File: src/rtl/memory_bram_arbiter_pkg.sv
// Shared definitions for the internal-memory BRAM wrappers: FSM encodings and byte-lane constants.
package memory_defines;

  typedef enum logic [2:0] {
    IDLE  = 3'd0,
    READ  = 3'd1,
    DATA  = 3'd2,
    WRITE = 3'd3,
    DONE  = 3'd4
  } state_t;

  localparam int BYTE_W = 8;

  // All-lanes-enabled mask for the default 32-bit word.
  localparam logic [3:0] BE_ALL = 4'hF;

endpackage

File: src/rtl/memory_byte_merge.sv
// Per-byte-lane select between a new word and an old word; building block for byte-enable RAM wrappers.
module memory_byte_merge
  import memory_defines::*;
#(
  parameter int data_size = 32
) (
  input  logic [data_size/BYTE_W-1:0] i_be,
  input  logic [data_size-1:0]        i_new,
  input  logic [data_size-1:0]        i_old,
  output logic [data_size-1:0]        o_merged
);

  for (genvar k = 0; k < data_size/BYTE_W; k++) begin : g_lane
    assign o_merged[k*BYTE_W +: BYTE_W] = i_be[k] ? i_new[k*BYTE_W +: BYTE_W]
                                                  : i_old[k*BYTE_W +: BYTE_W];
  end

endmodule

File: src/rtl/memory_bram_arbiter.sv
// Two-requester round-robin arbiter for one BRAM port; adds byte enables through read-modify-write.
module memory_bram_arbiter
  import memory_defines::*;
#(
  parameter int data_size = 32,
  parameter int addr_size = 10
) (
  input  logic                        clk,
  input  logic                        rst_n,
  input  logic                        m0_req,
  input  logic                        m0_wr,
  input  logic [addr_size-1:0]        m0_addr,
  input  logic [data_size/BYTE_W-1:0] m0_be,
  input  logic [data_size-1:0]        m0_din,
  output logic [data_size-1:0]        m0_dout,
  output logic                        m0_ack,
  input  logic                        m1_req,
  input  logic                        m1_wr,
  input  logic [addr_size-1:0]        m1_addr,
  input  logic [data_size/BYTE_W-1:0] m1_be,
  input  logic [data_size-1:0]        m1_din,
  output logic [data_size-1:0]        m1_dout,
  output logic                        m1_ack,
  output logic                        mem_wr,
  output logic [addr_size-1:0]        mem_addr,
  output logic [data_size-1:0]        mem_din,
  input  logic [data_size-1:0]        mem_dout
);

  localparam int NB = data_size / BYTE_W;

  state_t               r_state, w_next;
  logic                 r_req0, r_req1, r_last, r_gnt, r_wr;
  logic [NB-1:0]        r_be;
  logic [addr_size-1:0] r_mem_addr;
  logic [data_size-1:0] r_din, r_mem_din, r_dout0, r_dout1, w_merged;
  logic                 w_any, w_pick, w_full, w_zero;

  assign w_any  = r_req0 | r_req1;
  assign w_pick = (r_req0 & r_req1) ? ~r_last : r_req1;
  assign w_full = r_wr & (&r_be);
  assign w_zero = ~|r_be;

  memory_byte_merge #(.data_size(data_size)) u_merge (
    .i_be     (r_be),
    .i_new    (r_din),
    .i_old    (mem_dout),
    .o_merged (w_merged)
  );

  // Every access enters through READ so reads, full writes and zero-mask writes share one latency;
  // only a partial write pays the extra cycle for its merge.
  always_comb begin
    w_next = r_state;
    case (r_state)
      IDLE:    if (w_any) w_next = READ;
      READ:    w_next = w_full ? WRITE : DATA;
      DATA:    w_next = (r_wr && !w_zero) ? WRITE : DONE;
      WRITE:   w_next = DONE;
      DONE:    w_next = IDLE;
      default: w_next = IDLE;
    endcase
  end

  always_ff @(posedge clk or negedge rst_n) begin
    if (!rst_n) begin
      r_state    <= IDLE;
      r_req0     <= 1'b0;
      r_req1     <= 1'b0;
      r_last     <= 1'b1;
      r_gnt      <= 1'b0;
      r_wr       <= 1'b0;
      r_be       <= '0;
      r_din      <= '0;
      r_mem_addr <= '0;
      r_mem_din  <= '0;
      r_dout0    <= '0;
      r_dout1    <= '0;
    end else begin
      r_state <= w_next;
      r_req0  <= m0_req;
      r_req1  <= m1_req;
      case (r_state)
        IDLE: if (w_any) begin
          r_gnt      <= w_pick;
          r_last     <= w_pick;
          r_wr       <= w_pick ? m1_wr   : m0_wr;
          r_be       <= w_pick ? m1_be   : m0_be;
          r_din      <= w_pick ? m1_din  : m0_din;
          r_mem_addr <= w_pick ? m1_addr : m0_addr;
        end
        READ: if (w_full) r_mem_din <= r_din;
        DATA: begin
          if (!r_wr) begin
            if (r_gnt) r_dout1 <= mem_dout;
            else       r_dout0 <= mem_dout;
          end else if (!w_zero) begin
            r_mem_din <= w_merged;
          end
        end
        default: ;
      endcase
    end
  end

  assign m0_ack   = (r_state == DONE) && !r_gnt;
  assign m1_ack   = (r_state == DONE) &&  r_gnt;
  assign m0_dout  = r_dout0;
  assign m1_dout  = r_dout1;
  assign mem_wr   = (r_state == WRITE);
  assign mem_addr = r_mem_addr;
  assign mem_din  = r_mem_din;

endmodule

File: config.mk
export PLATFORM = sky130hd
export DESIGN_NAME = memory_bram_arbiter
export DESIGN_NICKNAME = d
export VERILOG_FILES = /design/src/rtl/memory_bram_arbiter_pkg.sv /design/src/rtl/memory_byte_merge.sv /design/src/rtl/memory_bram_arbiter.sv
export SDC_FILE = /design/constraint.sdc
export NUM_CORES = 1
export LEC_CHECK = 0
export BUFFER_PORTS_ARGS = -buffer_cell sky130_fd_sc_hd__buf_2
export CAP_MARGIN = 30
export CORE_MARGIN = 2
export CORE_UTILIZATION = 45
export CTS_CLUSTER_DIAMETER = 120
export DETAILED_ROUTE_END_ITERATION = 6
export PLACE_DENSITY_LB_ADDON = 0.3
export SYNTH_ARGS = -nofsm -noshare
export SYNTH_HDL_FRONTEND = slang
export SYNTH_SLANG_ARGS = --single-unit
File: constraint.sdc
create_clock -name clk -period 5.65 [get_ports clk]
set_input_delay 1.4125 -clock clk [delete_from_list [all_inputs] [get_ports clk]]
set_output_delay 1.4125 -clock clk [all_outputs]
set_load 0.02 [all_outputs]
==> flow_summary.json <==
{
  "cts_tree": "done",
  "tightest_slew_ns": 0.899,
  "layout_min_cycle_time_ns": 2.82,
  "clockRootBuffer": "clkbuf_16",
  "p_total_uw": 5390,
  "post_cts_resize_count": 0,
  "vias_per_cell": 5.06,
  "synthArstFlopShare_pct": 100,
  "syn_nets": 605,
  "timing.fmax_mhz": 355,
  "ys_ff_latch": 150,
  "crit_start": "r_state[0]",
  "die_area_um2": 15300,
  "yosysWarningCount": 0,
  "placementRows": 43,
  "grt_use_total_pct": 21.0,
  "drcViolationCount": 0,
  "ys_seq_area_share_pct": 58.2,
  "grt.met1_usage_pct": 26.3,
  "start_util_pct": 46.3,
  "cp.required_ns": 4.24,
  "finalWirelength_um": 15500,
  "final_common_cell": "buf_2",
  "syn_area_per_cell_um2": 13.6,
  "grt_use_met2_pct": 34.9,
  "rsz0062_at_grt": "no",
  "yosys.area.top_type": "dfrtp_1",
  "worstSetupEndpoint": "m0_ack",
  "synth-main-ff-cell": "dfrtp_1",
  "path_clk_slew_ns": 0.06,
  "numCtsBuffers": 17,
  "dpl_cell_area_um2": 7830,
  "swShare_pct": 36.7,
  "clk_path_buf_depth": 2,
  "pwr-share-clk_pct": 23.6,
  "die-width_um": 124,
  "finalSetupTns_ns": 0,
  "layout.nets": 844,
  "cp_max_fo": 7,
  "met3_usage_pct": 7.05,
  "worstSetupStartpointType": "flop",
  "post-cts-setup-buffer-count": 0,
  "netlist_instances": 475,
  "htreeDepth": 4,
  "regArea_um2": 3750,
  "r2r-start": "r_state[1]",
  "r2r_end": "mem_din[1]",
  "synth_edf_count": 0,
  "power.leakage_uw": 0.00398,
  "maxCapViolCount": 0,
  "multiInputGateArea_um2": 2560,
  "holdCritPathClass": "reg2reg",
  "clkLatencyLatePin_ns": 0.43,
  "fin_crit_sh_pct": 49.9,
  "antenna_left": 0,
  "antenna_found_initial": 0,
  "avgRoutedWirePerCell_um": 17.1,
  "worstRegToRegCells": 5,
  "dp_hpwl_um": 11000,
  "report.final.slew_viol_count": 0,
  "synthSimpleGateAreaFrac_pct": 5.10,
  "status": "completed",
  "worstSetupPathType": "reg2out",
  "cts_sinks": 150,
  "synth_compound_area_share_pct": 4.15,
  "peakVddDrop_v": 0.000289,
  "internal-power_uw": 3410,
  "synthAdderAreaFrac_pct": 0,
  "maxSlewHeadroom_pct": 39.9,
  "gp_congestion": 0.808,
  "synth_top_family_by_area": "multiplexers",
  "fillers": 1097,
  "synthXorXnorAreaFrac_pct": 0,
  "diodes": 0,
  "grt_pass1_vias": 4739,
  "p_comb_share_pct": 40.5,
  "final_area_um2": 8500,
  "synth.mux.area_fraction_pct": 30.0,
  "synth_top_area_share_pct": 57.8,
  "vias": 4590,
  "arrival_ns": 1.41,
  "syn_to_final_growth_pct": 31.9,
  "powerDensity_nw_per_um2": 634,
  "p_sw_uw": 1980,
  "io-pin-count": 239,
  "numPortBuffers": 238,
  "dieHeight_um": 124,
  "grt_overflow": 0,
  "critical_path.endpoint_type": "output port",
  "yosys-top-cells-area": "dfrtp_1 (58%), mux2_2 (22%), mux2i_1 (7.3%), a21oi_1 (3.7%), nor2_1 (2.9%)",
  "hold_viol": 0,
  "cts_hold_buffers": 0,
  "grt_max_degree": 84,
  "synthDistinctLibCells": 29,
  "syn-cell-area_um2": 6450,
  "drtPass1Iterations": 4,
  "grt_first_pass_wirelength_um": 24000,
  "top_usage_layer": "met2",
  "core_um2": 13900,
  "final_cell_mix": "buf_2 (237), dfrtp_1 (149), mux2_2 (127)",
  "reg2reg_slack_ns": 3.28,
  "drive_above_1_share_pct": 57.2,
  "fin_skew_ns": 0.00777,
  "setup_viol": 0,
  "p_seq_share_pct": 35.9,
  "drt_iter0_markers": 244
}
==> sequential cells by signal (all words and copies together) (netlist names) <==
| register | count |
|---|---|
| r_last | 1 |
| r_req0 | 1 |
| r_req1 | 1 |
| m1_dout | 32 |
| m0_dout | 32 |
| r_state | 3 |
| r_din | 32 |
| r_wr | 1 |
| mem_din | 32 |
| r_gnt | 1 |
| r_be | 4 |
| mem_addr | 10 |
==> power groups by stage <==
stage	clock network [uW]	registers, uW	logic [uW]
2_1_floorplan	0	2360	1050
3_3_place_gp	0	1920	2110
3_5_place_dp	0	1950	2200
4_1_cts	1290	1940	2210
5_1_grt	1350	2010	2370
6_report	1270	1940	2180
==> critical path: stages (launching register included) <==
cell and delay (ns):
dfrtp_1 0.44, nor2_1 0.20, nand2_1 0.07, nor2_1 0.10, buf_2 0.17
==> kinds of logic after synthesis <==
group / after synthesis
buffers and inverters: 26
AOI/OAI and AO/OA: 52
DFF: 150
muxes: 177
and+or+nand+nor: 70
==> cell type report <==
type	count	area share [%]
sequential	150	44.2
multi-input combinational	299	30.1
timing repair buffer	246	15.2
clock buffer	21	5.65
tap	180	2.65
clock inverter	11	2.28
==> layer usage <==
layer / share of wire (%) / wire [um]
met5: 0 / 0
met4: 1.3 / 196
met3: 7.8 / 1200
met2: 48 / 7430
met1: 43 / 6670
==> synth_stat cells (2+ instances only) <==
cell type,n
nor2_2,5
mux2i_1,47
nor3b_1,2
buf_2,8
buf_4,6
dfrtp_1,149
nand2_1,2
clkbuf_1,6
mux2_2,127
nor2_1,50
nor4_1,2
mux2_1,3
buf_6,4
a21oi_1,48
buf_1,2
==> metrics by stage <==
stage / utilization, % / setup WS (ns) / std cells / hold slack, ns
2_1_floorplan: - / 3.34 / 475 / 0.491
3_3_place_gp: 55.8 / 3.20 / 873 / 0.467
3_5_place_dp: 56.2 / 3.18 / 875 / 0.483
4_1_cts: 61.0 / 2.80 / 907 / 0.502
5_1_grt: 61.0 / 2.70 / 907 / 0.513
6_report: 61.0 / 2.83 / 907 / 0.498
==> worst min-delay path by stage <==
stage | start | slack, ns | end | depth (start not counted)
floorplan | r_din[10] | 0.49 | r_din[10] | 2
global placement | m0_dout[3] | 0.47 | m0_dout[3] | 1
detailed placement | m0_dout[3] | 0.48 | m0_dout[3] | 1
CTS | m1_dout[4] | 0.50 | m1_dout[4] | 1
global route | m1_dout[16] | 0.51 | m1_dout[16] | 1
finish | m1_dout[16] | 0.50 | m1_dout[16] | 1
Power figures use the tool's default switching activity.
